==> src/rtl/fifo_sync_prog.sv <==
// Single-clock FIFO with arbitrary depth, programmable almost-full and almost-empty
// thresholds, sticky error flags, synchronous flush, and an optional FWFT read port.
module fifo_sync_prog #(
  parameter int DATA_WIDTH = 8,
  parameter int ADDR_WIDTH = 4,
  parameter int DEPTH      = 16,
  parameter int AF_LEVEL   = DEPTH - 2,
  parameter int AE_LEVEL   = 2,
  parameter int FWFT       = 0
) (
  input  logic                  clk,
  input  logic                  n_rst,
  input  logic                  wr_en,
  input  logic                  rd_en,
  input  logic                  flush,
  input  logic                  clr_err,
  input  logic [DATA_WIDTH-1:0] din,
  output logic [DATA_WIDTH-1:0] dout,
  output logic                  f_full,
  output logic                  f_empty,
  output logic                  f_almost_full,
  output logic                  f_almost_empty,
  output logic [ADDR_WIDTH:0]   count,
  output logic                  f_overflow,
  output logic                  f_underflow
);

  localparam logic [ADDR_WIDTH:0]   DEPTH_C  = (ADDR_WIDTH+1)'(DEPTH);
  localparam logic [ADDR_WIDTH:0]   AF_C     = (ADDR_WIDTH+1)'(AF_LEVEL);
  localparam logic [ADDR_WIDTH:0]   AE_C     = (ADDR_WIDTH+1)'(AE_LEVEL);
  localparam logic [ADDR_WIDTH:0]   CNT_ONE  = (ADDR_WIDTH+1)'(1);
  localparam logic [ADDR_WIDTH-1:0] PTR_LAST = ADDR_WIDTH'(DEPTH - 1);
  localparam logic [ADDR_WIDTH-1:0] PTR_ONE  = ADDR_WIDTH'(1);

  logic [DATA_WIDTH-1:0] mem [DEPTH];
  logic [ADDR_WIDTH-1:0] wr_ptr;
  logic [ADDR_WIDTH-1:0] rd_ptr;
  logic                  wr_acc;
  logic                  rd_acc;

  // Flags come only from the registered count, never from wr_en/rd_en.
  assign f_full         = (count == DEPTH_C);
  assign f_empty        = (count == '0);
  assign f_almost_full  = (count >= AF_C);
  assign f_almost_empty = (count <= AE_C);

  assign wr_acc = wr_en && !f_full && !flush;
  assign rd_acc = rd_en && !f_empty && !flush;

  // Wrap by explicit compare, so DEPTH need not be a power of two.
  function automatic logic [ADDR_WIDTH-1:0] next_ptr(input logic [ADDR_WIDTH-1:0] p);
    return (p == PTR_LAST) ? '0 : p + PTR_ONE;
  endfunction

  always_ff @(posedge clk or negedge n_rst) begin
    if (!n_rst) begin
      wr_ptr <= '0;
      rd_ptr <= '0;
      count  <= '0;
    end else if (flush) begin
      wr_ptr <= '0;
      rd_ptr <= '0;
      count  <= '0;
    end else begin
      if (wr_acc) wr_ptr <= next_ptr(wr_ptr);
      if (rd_acc) rd_ptr <= next_ptr(rd_ptr);
      case ({wr_acc, rd_acc})
        2'b10:   count <= count + CNT_ONE;
        2'b01:   count <= count - CNT_ONE;
        default: count <= count;
      endcase
    end
  end

  always_ff @(posedge clk) begin
    if (wr_acc) mem[wr_ptr] <= din;
  end

  // A new error in the same cycle as clr_err keeps the flag set.
  always_ff @(posedge clk or negedge n_rst) begin
    if (!n_rst) begin
      f_overflow  <= 1'b0;
      f_underflow <= 1'b0;
    end else begin
      if (wr_en && f_full && !flush)    f_overflow <= 1'b1;
      else if (clr_err)                 f_overflow <= 1'b0;
      if (rd_en && f_empty && !flush)   f_underflow <= 1'b1;
      else if (clr_err)                 f_underflow <= 1'b0;
    end
  end

  if (FWFT != 0) begin : g_fwft
    assign dout = f_empty ? '0 : mem[rd_ptr];
  end else begin : g_reg
    logic [DATA_WIDTH-1:0] dout_q;

    always_ff @(posedge clk or negedge n_rst) begin
      if (!n_rst)      dout_q <= '0;
      else if (flush)  dout_q <= '0;
      else if (rd_acc) dout_q <= mem[rd_ptr];
    end

    assign dout = dout_q;
  end

endmodule

==> config.mk <==
export PLATFORM = sky130hd
export DESIGN_NAME = fifo_sync_prog
export DESIGN_NICKNAME = d
export VERILOG_FILES = /design/src/rtl/fifo_sync_prog.sv
export SDC_FILE = /design/constraint.sdc
export NUM_CORES = 1
export LEC_CHECK = 0
export BUFFER_PORTS_ARGS = -buffer_cell sky130_fd_sc_hd__buf_2
export CELL_PAD_IN_SITES_DETAIL_PLACEMENT = 1
export CELL_PAD_IN_SITES_GLOBAL_PLACEMENT = 1
export CORE_UTILIZATION = 47
export CTS_CLUSTER_DIAMETER = 120
export CTS_CLUSTER_SIZE = 40
export DETAILED_ROUTE_END_ITERATION = 10
export PLACE_DENSITY = 0.84
export SLEW_MARGIN = 20
export SYNTH_ARGS = -nofsm -noshare
export SYNTH_HDL_FRONTEND = slang
export SYNTH_SLANG_ARGS = --single-unit
export TNS_END_PERCENT = 20
==> constraint.sdc <==
create_clock -name clk -period 2.5 [get_ports clk]
set_input_delay 0 -clock clk [delete_from_list [all_inputs] [get_ports clk]]
set_output_delay 0 -clock clk [all_outputs]
set_load 0.01 [all_outputs]
# Word level (Yosys, flattened, before mapping)
# Memory sizes are Yosys's and may differ from the RTL's.
# Cells that the tools add are included.
# word_totals
ff_bits,23
ram_bits,128
input_bits,14
out_inout_bits,19
elab_cells,50
memories,1
# mem_list
name,words,word_bits,rd,rd_ports_with_merged_regs,wr,line,rtl
mem,16,8,1,0,1,35,logic [DATA_WIDTH-1:0] mem [DEPTH];
# op_classes
add_sub_neg,4
n_lt_le_gt_ge,2
eq_ne,5
muxes,15
reduce_logical,17
# ops
cell,count
$mux W4,6
$mux W8,2
$pmux W5 S2,1
$add A4 B1 Y4 const B,2
$eq A4 B4 Y1 const B,2
$logic_and A1 B1 Y1,8
$reduce_bool A2 Y1,4
$add A5 B1 Y5 const B,1
$eq A5 B5 Y1 const B,1
$ge A5 B4 Y1 const B,1
$le A5 B2 Y1 const B,1
$logic_not A5 Y1,1
$mux W1,5
$mux W5,1
$sub A5 B1 Y5 const B,1
$logic_not A1 Y1,3
$reduce_bool A3 Y1,1
$eq A2 B1 Y1 const B,1
$eq A2 B2 Y1 const B,1

# Longest topological paths before layout
# Gate-level depths: netlist of the first run.
# depth
word_depth,7
depth_mapped,10
mapped_depth_nobuf,8

# Worst setup path before layout of the first run
# Ideal clock, no wire load.
# synth_timing
kind,register -> register
from,reg count[0]
to,reg count[4]
setup_ps,116
t_arrival_ps,2599
required_ps,2384
path_slack_ps,-214
stages_incl_launch_ff,11
n_path_buf,2
period_less_slack_ps,2714
path_cell_list,dfrtp_1 or4_4 buf_6 o211a_1 buf_6 xor2_1 ha_1 nor4_1 or2_2 mux2i_1 o311ai_0
# synth_via
elab_chain_len,7
elab_cells_between_ends,15
cone_classes,add/sub (2); eq/ne (3); mux (2); reduce/logical (8)
# synth_lines
element,line,rtl
"start, declared",23,"output logic [ADDR_WIDTH:0] count,"
"start signal, assigned",68,2'b10: count <= count + CNT_ONE;
"start signal, assigned",69,2'b01: count <= count - CNT_ONE;
"start signal, assigned",70,default: count <= count;
$eq A5 B5 Y1 / $logic_not A5 Y1 (equally long branches),"42, 43",
"$logic_not A1 Y1, on equally long branches","47, 48",
"$logic_and A1 B1 Y1, on equally long branches (2 in a row)","47, 48",
$eq A2 B1 Y1 / $eq A2 B2 Y1 (equally long branches),67,"case ({wr_acc, rd_acc})"
$pmux W5 S2,67,
$mux W5,60,end else if (flush) begin
# Several ways; a longest one is shown, not always the timed one.
# A chain may end at the register's enable or synchronous reset.

# Final worst setup path of the first run
# layout_timing
from,reg count[1]
to,mem mem[14][1] (enable)
# layout_via
elab_chain_len,6
# layout_lines
element,line,rtl
$eq A5 B5 Y1,42,assign f_full = (count == DEPTH_C);
$logic_not A1 Y1,47,assign wr_acc = wr_en && !f_full && !flush;
$logic_and A1 B1 Y1 (2 in a row),47,
$mux W1,76,if (wr_acc) mem[wr_ptr] <= din;
$mux W1 (not written as such),76,
"end, declared",35,
# Every way passes these cells.

==> results of run 1 <==
-- worst max path at each step --
stage | startpoint | end | slack, ns | cells after the start
after global placement | count[3]$_DFFE_PN0P_ | count[4]$_DFFE_PN0P_ | 0.16 | 8
after detailed placement | count[1]$_DFFE_PN0P_ | mem[12][6]$_DFFE_PP_ | 0.002 | 6
after floorplan | count[2]$_DFFE_PN0P_ | count[4]$_DFFE_PN0P_ | 0.03 | 10
after CTS | count[1]$_DFFE_PN0P_ | mem[4][2]$_DFFE_PP_ | 0.006 | 6
after global routing | count[1]$_DFFE_PN0P_ | mem[14][1]$_DFFE_PP_ | -0.06 | 6
final | count[1]$_DFFE_PN0P_ | mem[14][1]$_DFFE_PP_ | 0.02 | 6
-- power breakdown --
part / internal, mW / switching (mW) / total, mW
registers: 2.87 / 0.113 / 2.98
clock network: 1.57 / 1.04 / 2.61
logic: 0.703 / 0.851 / 1.55
-- final cells by class --
cell class                 instances  area [um2]
timing repair buffer              66       457.9
fill                            1138        5318
inverter                          11       41.29
clock inverter                    15       180.2
clock buffer                      17       425.4
multi-input combinational        175        1815
tap                              172       215.2
sequential                       151        4423
-- routing by layer --
metal | up-vias | routed length (um) | GRT usage
met4 | 0 | 187 | 0.09215
met1 | 1957 | 6468 | 0.3057
met3 | 17 | 810 | 0.05281
met5 | - | 0 | 0
li1 | 1566 | - | -
met2 | 121 | 8260 | 0.4176
-- sequential cells by signal, indices dropped and copies added (netlist names) --
signal and cells:
wr_ptr 4, mem 128, f_overflow 1, dout 8
rd_ptr 4, count 5, f_underflow 1
-- cell usage in the layout, fill, tap and decap left out, types with 3 or more instances in the layout --
| master | synthesis | layout |
|---|---|---|
| buf_2 | 4 | 32 |
| nand2_1 | 10 | 10 |
| ha_1 | 7 | 6 |
| nor2_1 | 23 | 14 |
| clkinv_4 | 0 | 4 |
| nor2_2 | 0 | 9 |
| bufinv_16 | 0 | 3 |
| mux2i_1 | 21 | 21 |
| inv_1 | 11 | 11 |
| clkbuf_16 | 0 | 17 |
| edfxtp_1 | 128 | 128 |
| o211ai_1 | 8 | 8 |
| o22ai_1 | 8 | 8 |
| dfrtp_1 | 23 | 20 |
| nand3_1 | 3 | 3 |
| mux4_2 | 32 | 32 |
| buf_4 | 0 | 21 |
| dfrtp_2 | 0 | 3 |
| a21oi_1 | 4 | 4 |
| dlygate4sd3_1 | 0 | 12 |
| a21o_1 | 11 | 11 |
| xnor2_1 | 3 | 3 |
| nor3_1 | 6 | 6 |
| clkinvlp_4 | 0 | 5 |
-- worst reg2reg max path, stage by stage, from the launching register on --
cell and delay (ns):
dfrtp_1 0.42, buf_4 0.17, nor4_1 0.07, a211oi_1 0.36
buf_4 0.20, nand2_1 0.12, nor2_1 0.75
-- metrics by stage --
step | hold WS (ns) | cell area, um2 | utilization | power (mW)
2_1_floorplan | -0.2956 | 6326 | - | 3.971
3_3_place_gp | 0.01817 | 6785 | 0.5270 | 4.426
3_5_place_dp | 0.03095 | 6785 | 0.5270 | 4.507
4_1_cts | 0.04190 | 7516 | 0.5837 | 7.141
5_1_grt | 0.09062 | 7559 | 0.5870 | 7.383
6_report | 0.05414 | 7559 | 0.5870 | 7.144
-- kinds of logic after synthesis --
| logic type | Yosys count | share of synthesized area |
|---|---|---|
| AOI/OAI and AO/OA | 53 | 0.06540 |
| xor gates and xnor gates | 4 | 0.005550 |
| and+or+nand+nor | 56 | 0.04261 |
| muxes | 55 | 0.1510 |
| DFF | 151 | 0.7000 |
| buffers and inverters | 31 | 0.02160 |
| adders and majority gates | 7 | 0.01387 |
-- timing repair --
action / in CTS / in global routing
gates resized for setup: 2 / 11
gates cloned: 0 / 0
hold endpoints to repair: 154 / 0
hold buffers: 12 / 0
endpoints found under the setup margin: 16 / 71
==> impl_results.md, run 1 <==
- Outcome: completed
- Worst path arrival time: 2.53 ns
- Post-DP HPWL: 9792 um
- Async S/R FF share, synth: 0.1523
- Mapped Nets: 378
- Via-per-instance ratio: 6.031
- I/O pins: 33
- Port bufs: 32
- CTS buffer count: 17
- Die Wd: 117.9 um
- Latest clock arrival within the worst-skew pair: 0.42 ns
- Vias: ~3700
- Worst Max-Slew Pin Slew: ~0.96 ns
- Reported max-cap violation count: 0
- Setup WS post-layout: 0.01581 ns
- Per-cell routed wire length: 25.91 um
- Initial antenna violation count: 0
- CTS tree: done
- Startpoint Class: flip-flop
- Largest net degree at the start of global routing: 37
- Mapped Avg Cell Area: between 15 and 20 um2
- Vias in the first global route: 4117
- R2R Setup Slk: 0.02 ns
- Unrepaired setup endpoints after global routing: true
- First-pass GRT wire length: 24450 um
- Post-place setup slack: 0.002408 ns
- Total iterations of the first detailed-routing run: 4
- Crit Path Max Fanout: 8
- Final net count: 443
- Buffers & Inverters on Critical Path: 2
- Initial DRC Count: 238
- Max-slew violations: 0
- Critical path type: reg -> reg
- Netlist cell types: 46
- Clk slew on worst S/H paths: about 0.070 ns
- CP most frequent cell: buf_4
- Setup violators final: 0
- Area growth, synth to finish: 19.72%
- Leak pwr: 2.678 nW
- Share of cells above drive strength 1: 0.3333
- Commonest cells post-synth: 128 x edfxtp_1, 32 x mux4_2, 23 x dfrtp_1, 23 x nor2_1, 21 x mux2i_1
- Core ar.: 12880 um2
- Clk_skew: 0.01196 ns
- DRT Wirelength: 15730 um
- Post-synthesis instance area: 6314 um2
- Setup TNS: 0 ns
- Hold_sp: rd_en
- Most common cell in the netlist: edfxtp_1
- Antenna Nets Post-Route: 0
- CP required: 2.54 ns
- Final non-filler cell total: 607
- Clock Tree Root: clkbuf_16
- GPL Wtd Cong: 0.7793
- Die Span Y: 117.9 um
- Die area: about 14000 um2
- Placed insts: 563
- Crit path time final: 2.484 ns
- Worst r2r path cells: 6
- Hold/Removal Path Class: in -> reg
- H-tree Lvls: 4
- FF-to-FF End: mem[14][1]$_DFFE_PP_
- Gr usage total: 0.2447
- Synth Instances: 357
- Main flop type after synthesis: edfxtp_1
- Crit. End Element: flip-flop
- Relative slew slack: 0.3545
- Reg-to-reg startpoint: count[1]$_DFFE_PN0P_
- Critical-path cell list: buf_4 > nor4_1 > a211oi_1 > buf_4 > nand2_1 > nor2_1
- EDFF count, synth: 128
- Starting density of the core: 0.4903
- Worst-case clock buffer depth: 2
- DRC: 0
- Cell taking the most area after synthesis: edfxtp_1
- Antenna Cells: 0
- Final hold vios: 0
- Top Family by Delay on Critical Path: simple AND/OR/NAND/NOR gates
- Grt ovf: 0
- Flops & latches, synth: 151
- Seq/Total Area, Yosys: 0.7000
- Synth area leaders: edfxtp_1 61%, mux4_2 11%, dfrtp_1 9.1%
- Final worst-path cycle share: 0.9937
- Floorplan row count: 41
- Post-CTS Setup Repair Bufs: 0
- PwrDens: ~950 nW/um2
- Max VDD drop: 0.0005570 V
- Post-synth top area share: 0.6088
- Min-Delay Endpoint: rd_ptr[3]$_DFFE_PN0P_
- Ys Warns: 0
- Max frequency: 402.5 MHz
- Hold Crit Depth: 3
- Critical Path Max Stage Delay: between 0.7 and 0.8 ns
- Clock sink count: 151
- Crit path max-delay cell type: nor2_1
Note: power is estimated with default switching activity, not from simulation.
==> inputs of run 2 (changes only) <==
CORE_MARGIN = 1   (was not set)
CORE_UTILIZATION = 50   (was 47)
PLACE_DENSITY = 0.85   (was 0.84)
clock period = 2.3 ns   (was 2.5 ns; I/O delays follow)
==> run 2 against run 1 <==
Net effect: the run now ends with negative setup slack left; global-route usage rose by 3.6 points; hold slack improved by 0.0038 ns; largest power group unchanged; total power grew 8.7%; maximum frequency rose by 2.2%; sequential share of layout area decreased by 0.18 points; clock power is 2% higher; sequential cell count did not move; combinational power up 19%; wire length increased by 6.5%; highest routed layer unchanged.
==> impl_results.md, run 2 (synthesis gave the netlist of run 1 again) <==
- Outcome: finished, violations left (was completed)
- Violated checks: negative setup slack
- Max frequency: 411.6 MHz (was 402.5 MHz)
- Vias in the first global route: 4082 (was 4117)
- Floorplan row count: 40 (was 41)
- Share of cells above drive strength 1: 0.3410 (was 0.3333)
- Initial DRC Count: 424 (was 238)
- CTS buffer count: 17 (unchanged)
- Critical Path Max Stage Delay: 0.76 ns (was 0.75 ns)
- Clock sink count: 151 (unchanged)
- Grt ovf: 0 (unchanged)
- Crit. End Element: flip-flop (unchanged)
- R2R Setup Slk: -0.13 ns (was 0.02 ns)
- CP required: 2.35 ns (was 2.54 ns)
- Post-placement cell area: 6798 um2 (was 6785 um2)
- Unrepaired setup endpoints after global routing: true (unchanged)
- DRT Wirelength: 16750 um (was 15730 um)
- Placed insts: 559 (was 563)
- Worst Setup SP: count[3]$_DFFE_PN0P_ (was count[1]$_DFFE_PN0P_)
- Port bufs: 32 (unchanged)
- Reported max-cap violation count: 0 (unchanged)
- Relative slew slack: 0.3675 (was 0.3545)
- Initial antenna violation count: 0 (unchanged)
- Antenna Nets Post-Route: 0 (unchanged)
- Top Family by Delay on Critical Path: simple AND/OR/NAND/NOR gates (unchanged)
- Die Wd: 114.4 um (was 117.9 um)
- Worst path arrival time: 2.48 ns (was 2.53 ns)
- Largest net degree at the start of global routing: 37 (unchanged)
- Final worst-path cycle share: 1.056 (was 0.9937)
- FF-to-FF End: mem[5][3]$_DFFE_PP_ (was mem[14][1]$_DFFE_PP_)
- Reg-to-reg startpoint: count[3]$_DFFE_PN0P_ (was count[1]$_DFFE_PN0P_)
- Clk_skew: 0.01220 ns (was 0.01196 ns)
- Cell count along the critical path: 5 (was 6)
- First-pass GRT wire length: 25040 um (was 24450 um)
- Pint: 5.526 mW (was 5.141 mW)
- Total iterations of the first detailed-routing run: 4 (unchanged)
- Clk slew on worst S/H paths: 0.06 ns (was 0.07 ns)
- Worst r2r path cells: 5 (was 6)
- Area growth, synth to finish: 20.10% (was 19.72%)
- PwrDens: 1025 nW/um2 (was 945.2 nW/um2)
- Critical path type: reg -> reg (unchanged)
- Starting density of the core: 0.5191 (was 0.4903)
- Post-DP HPWL: 9685 um (was 9792 um)
- Startpoint Class: flip-flop (unchanged)
- Clock share of power: 0.343 (was 0.365)
- Hold/Removal Path Class: in -> reg (unchanged)
- Most common cell after layout, fill and taps aside: edfxtp_1 (unchanged)
- Latest clock arrival within the worst-skew pair: 0.43 ns (was 0.42 ns)
- Combinational Power Share: 0.238 (was 0.217)
- Final hold vios: 0 (unchanged)
- Buffers & Inverters on Critical Path: 1 (was 2)
- Max VDD drop: 0.0006942 V (was 0.0005570 V)
- Die Span Y: 114.4 um (was 117.9 um)
- GPL Wtd Cong: 0.8717 (was 0.7793)
- Sw Ratio: 0.2887 (was 0.2805)
- Max FFs per register: 128 (unchanged)
- Setup WS post-layout: -0.1297 ns (was 0.01581 ns)
- Register share of total power: 0.419 (was 0.417)
- Per-cell routed wire length: 27.69 um (was 25.91 um)
- Antenna Cells: 0 (unchanged)
- Final non-filler cell total: 605 (was 607)
- Finished Core Util: 0.6235 (was 0.5870)
- Max-slew violations: 0 (unchanged)
- Clock Tree Root: clkbuf_16 (unchanged)
- CTS tree: done (unchanged)
- Worst-case clock buffer depth: 2 (unchanged)
- Register with the most flip-flops: mem (unchanged)
- Core ar.: 12160 um2 (was 12880 um2)
- DRC: 0 (unchanged)
- H-tree Lvls: 4 (unchanged)
- Setup violators final: 18 (was 0)
- Crit path time final: 2.430 ns (was 2.484 ns)
- Setup TNS: -1.902 ns (was 0 ns)
- Final Cell Area: 7582 um2 (was 7559 um2)
- Most frequent cells in the layout: 128 x edfxtp_1, 32 x mux4_2, 32 x buf_2, 24 x buf_4, 21 x mux2i_1 (was 128 x edfxtp_1, 32 x mux4_2, 32 x buf_2, 21 x mux2i_1, 21 x buf_4)
- Via-per-instance ratio: 6.218 (was 6.031)
- Die area: 13080 um2 (was 13900 um2)
- Crit path max-delay cell type: nor2_1 (unchanged)
- Critical-path cell list: nor4_1 > a211oi_1 > buf_4 > nand2_1 > nor2_1 (was buf_4 > nor4_1 > a211oi_1 > buf_4 > nand2_1 > nor2_1)
- Crit path capture: mem[5][3]$_DFFE_PP_ (was mem[14][1]$_DFFE_PP_)
- Crit Path Max Fanout: 8 (unchanged)
- Switching power: 2.243 mW (was 2.004 mW)
- Leak pwr: 2.688 nW (was 2.678 nW)
- Gr usage total: 0.2807 (was 0.2447)
- Worst Max-Slew Pin Slew: 0.9453 ns (was 0.9647 ns)
- I/O pins: 33 (unchanged)
- Final net count: 446 (was 443)
- Vias: 3762 (was 3661)
run 2: cell types whose count changed in the layout (fill, tap and decap cells not counted), sizes merged:
cell         before  now
clkinvlp          5    1
dlygate4sd3      12   10
clkinv            6    7
inv              12   11
buf              54   59
clkbuf           17   21
bufinv            3    2
run 2: power groups by stage:
stage | logic (mW) | clock network, mW | registers, mW
6_report | 1.85 | 2.66 | 3.26
5_1_grt | 1.97 | 2.79 | 3.27
4_1_cts | 1.80 | 2.68 | 3.24
3_5_place_dp | 1.63 | 0 | 3.28
3_3_place_gp | 1.54 | 0 | 3.26
2_1_floorplan | 1.01 | 0 | 3.30
run 2: worst register-to-register path, cell delays in order, from the launching register on:
cell and delay [ns]:
dfrtp_1 0.46, nor4_1 0.13, a211oi_1 0.35, buf_4 0.20, nand2_1 0.15, nor2_1 0.76
run 2: worst min path at each step:
stage,from,to,depth (start not counted)
after floorplan,n_rst,count[0]$_DFFE_PN0P_,0
after global placement,n_rst,count[4]$_DFFE_PN0P_,1
after detailed placement,n_rst,count[4]$_DFFE_PN0P_,1
after CTS,wr_en,f_overflow$_DFFE_PN0P_,3
after global routing,flush,wr_ptr[2]$_DFFE_PN0P_,3
final,flush,wr_ptr[0]$_DFFE_PN0P_,3
run 2: stage by stage:
| step | setup slack [ns] | power [mW] | hold slack, ns |
|---|---|---|---|
| floorplan | -0.1398 | 4.316 | -0.2956 |
| global placement | 0.02622 | 4.801 | 0.006551 |
| detailed placement | -0.1048 | 4.913 | 0.003561 |
| CTS | -0.09934 | 7.730 | 0.01074 |
| global route | -0.2437 | 8.020 | 0.03956 |
| finish | -0.1297 | 7.769 | 0.05793 |
run 2: final cells by class:
cell class                 instances  area (um2)
fill                            1068        4579
clock buffer                      21       440.4
timing repair buffer              69       500.5
tap                              168       210.2
clock inverter                    10       106.4
multi-input combinational        175        1861
sequential                       151        4423
inverter                          11       41.29
run 2: repair_timing:
action                     in CTS  in global routing
setup buffers                   4                  1
pin swaps                       4                  2
hold endpoints to repair      153                  0
gates resized for setup        15                  7
hold buffers                   10                  0
setup endpoints to repair     106                 63
run 2: metal layers:
layer,global-route usage,up-vias,wire length (um)
met2,0.4776,190,8761
met4,0.1307,0,464
met5,0,-,0
met1,0.3309,1954,6430
li1,-,1578,-
met3,0.07994,40,1093
==> inputs of run 3 (changes only) <==
BUFFER_PORTS_ARGS = not set   (was -buffer_cell sky130_fd_sc_hd__buf_2)
DONT_BUFFER_PORTS = 1   (was not set)
PLACE_DENSITY = 0.82   (was 0.85)
==> run 3 against run 2 <==
Net effect: the flow still finishes with violations (negative setup slack); largest cell class unchanged; sequential cell count unchanged; largest power group unchanged; final cell count decreased by 3.6%; maximum frequency decreased by 2.3%; critical endpoint is now mem[15][2]$_DFFE_PP_.
==> impl_results.md, run 3 (synthesis gave the netlist of run 1 again) <==
- Clock sink count: 151 (unchanged)
- Area growth, synth to finish: 19.96% (was 20.10%)
- Most common cell after layout, fill and taps aside: edfxtp_1 (unchanged)
- Hold/Removal Path Class: in -> reg (unchanged)
- Setup violators final: 89 (was 18)
- Outcome: finished, violations left (unchanged)
- Grt ovf: 0 (unchanged)
- Worst Max-Slew Pin Slew: 0.7178 ns (was 0.9453 ns)
- First-pass GRT wire length: 23380 um (was 25040 um)
- Violated checks: negative setup slack (unchanged)
- Final Power: 7.738 mW (was 7.769 mW)
- Leak pwr: 2.598 nW (was 2.688 nW)
- Min-Delay Endpoint: count[3]$_DFFE_PN0P_ (was wr_ptr[0]$_DFFE_PN0P_)
- Latest clock arrival within the worst-skew pair: 0.44 ns (was 0.43 ns)
- Met3 GRT Util: 0.06723 (was 0.07994)
- Crit path time final: 2.486 ns (was 2.430 ns)
- Max VDD drop: 0.0005626 V (was 0.0006942 V)
- CTS tree: done (unchanged)
- Worst-case clock buffer depth: 2 (unchanged)
- Floorplan row count: 40 (unchanged)
- H-tree Lvls: 4 (unchanged)
- Clk slew on worst S/H paths: 0.06 ns (about the same)
- Initial antenna violation count: 0 (unchanged)
- Per-cell routed wire length: 30.03 um (was 27.69 um)
- Post-DP HPWL: 9487 um (was 9685 um)
- Starting density of the core: 0.5191 (unchanged)
- Antenna Cells: 0 (unchanged)
- Critical path type: reg -> reg (unchanged)
- CP required: 2.36 ns (was 2.35 ns)
- Largest net degree at the start of global routing: 37 (unchanged)
- Crit. End Element: flip-flop (unchanged)
- GPL Wtd Cong: 0.8179 (was 0.8717)
- Hold_sp: wr_en (was flush)
- R2R Setup Slk: -0.19 ns (was -0.13 ns)
- Worst path arrival time: 2.55 ns (was 2.48 ns)
- DRC: 0 (unchanged)
- Via-per-instance ratio: 6.515 (was 6.218)
- Die Wd: 114.4 um (unchanged)
- Most frequent cells in the layout: 128 x edfxtp_1, 32 x mux4_2, 21 x mux2i_1, 21 x dlygate4sd3_1, 21 x buf_4 (was 128 x edfxtp_1, 32 x mux4_2, 32 x buf_2, 24 x buf_4, 21 x mux2i_1)
- Antenna Nets Post-Route: 0 (unchanged)
- Hold Crit Depth: 4 (was 3)
- Vias: 3798 (was 3762)
- Gr usage total: 0.2569 (was 0.2807)
- Final worst-path cycle share: 1.081 (was 1.056)
- Startpoint Class: flip-flop (unchanged)
- Final net count: 423 (was 446)
- Crit Path Max Fanout: 12 (was 8)
- CTS buffer count: 17 (unchanged)
- Max frequency: 402.2 MHz (was 411.6 MHz)
- Initial DRC Count: 440 (was 424)
- Register with the most flip-flops: mem (unchanged)
- PwrDens: 1022 nW/um2 (was 1025 nW/um2)
- Grt peak-use layer: met2 (unchanged)
- Relative slew slack: 0.5199 (was 0.3675)
- Hold Worst Slack: 0.07439 ns (was 0.05793 ns)
- Unrepaired setup endpoints after global routing: true (unchanged)
- Die Span Y: 114.4 um (unchanged)
- Vias in the first global route: 3863 (was 4082)
- Final hold vios: 0 (unchanged)
- Max-slew violations: 0 (unchanged)
- Worst Setup SP: count[2]$_DFFE_PN0P_ (was count[3]$_DFFE_PN0P_)
- Reg-to-reg startpoint: count[2]$_DFFE_PN0P_ (was count[3]$_DFFE_PN0P_)
- Die area: 13080 um2 (unchanged)
- Worst r2r path cells: 6 (was 5)
- I/O pins: 33 (unchanged)
- Share of cells above drive strength 1: 0.3036 (was 0.3410)
- Met2 usage: 0.4323 (was 0.4776)
- GRT met1 Usage: 0.3156 (was 0.3309)
- Clock Tree Root: clkbuf_16 (unchanged)
- Setup WS post-layout: -0.1864 ns (was -0.1297 ns)
- Max FFs per register: 128 (unchanged)
- FF-to-FF End: mem[15][2]$_DFFE_PP_ (was mem[5][3]$_DFFE_PP_)
- Reported max-cap violation count: 0 (unchanged)
- Port bufs: 0 (was 32)
- # fillers: 1045 (was 1068)
- Total iterations of the first detailed-routing run: 5 (was 4)
- Clk_skew: 0.01590 ns (was 0.01220 ns)
- Core ar.: 12160 um2 (unchanged)
- DRT Wirelength: 17510 um (was 16750 um)
[run 3: cell types whose count changed in the layout (fill, tap and decap cells not counted), sizes merged]
cell,before,now
clkbuf,21,18
clkinvlp,1,0
bufinv,2,1
buf,59,25
inv,11,17
dlygate4sd3,10,21
[run 3: how the worst max path moves through the flow]
stage / slack [ns] / end / cells after the start
floorplan: -0.14 / count[2]$_DFFE_PN0P_ / 10
global placement: 0.05 / count[4]$_DFFE_PN0P_ / 8
detailed placement: -0.13 / mem[11][2]$_DFFE_PP_ / 6
CTS: -0.17 / mem[7][5]$_DFFE_PP_ / 6
global route: -0.20 / wr_ptr[2]$_DFFE_PN0P_ / 6
finish: -0.19 / mem[15][2]$_DFFE_PP_ / 6
[run 3: layout make-up]
type                    instances  area (um2)  share of cell area
clock buffers                  18       429.2             0.05667
clock inverters                14       123.9             0.01636
inverters                      11       41.29            0.005452
multi-input cells             175        1912              0.2524
flip-flops and latches        151        4424              0.5842
well taps                     168       210.2             0.02775
repair buffers                 46       432.9             0.05716
[run 3: through the flow]
step                      std cells  utilization  TNS [ns]  worst slack (ns)  cell area [um2]
after CTS                       577       0.6075    -12.13           -0.1720             7388
after detailed placement        528       0.5474    -6.265           -0.1266             6658
after global routing            583       0.6227    -10.69           -0.2048             7574
after floorplan                 357            -    -2.142           -0.1398             6331
after global placement          528       0.5474         0           0.05263             6658
final                           583       0.6227    -10.76           -0.1864             7574
[run 3: layer usage]
layer,share of wire,vias to the layer above
met4,0.033,0
met2,0.51,243
li1,-,1536
met1,0.38,1968
met5,0,-
met3,0.077,51
[run 3: worst max-delay path, cell delays in order (launching register included)]
cell      delay (ns)
dfrtp_1         0.38
buf_4           0.24
nor4_2          0.09
a211oi_1        0.41
buf_4           0.22
nand2_1         0.22
nor2_2          0.55
[run 3: what timing repair did]
action | in CTS | in global routing
buffers inserted | 0 | 1
gates resized for setup | 3 | 29
pin swaps | 0 | 5
hold endpoints to repair | 174 | 42
hold buffers | 17 | 5
setup endpoints to repair | 106 | 95
[run 3: power by group]
| part | total [mW] | internal (mW) | switching [mW] |
|---|---|---|---|
| combinational | 1.78 | 0.781 | 0.997 |
| clock | 2.68 | 1.50 | 1.18 |
| sequential | 3.28 | 3.12 | 0.164 |
| total | 7.74 | 5.40 | 2.34 |
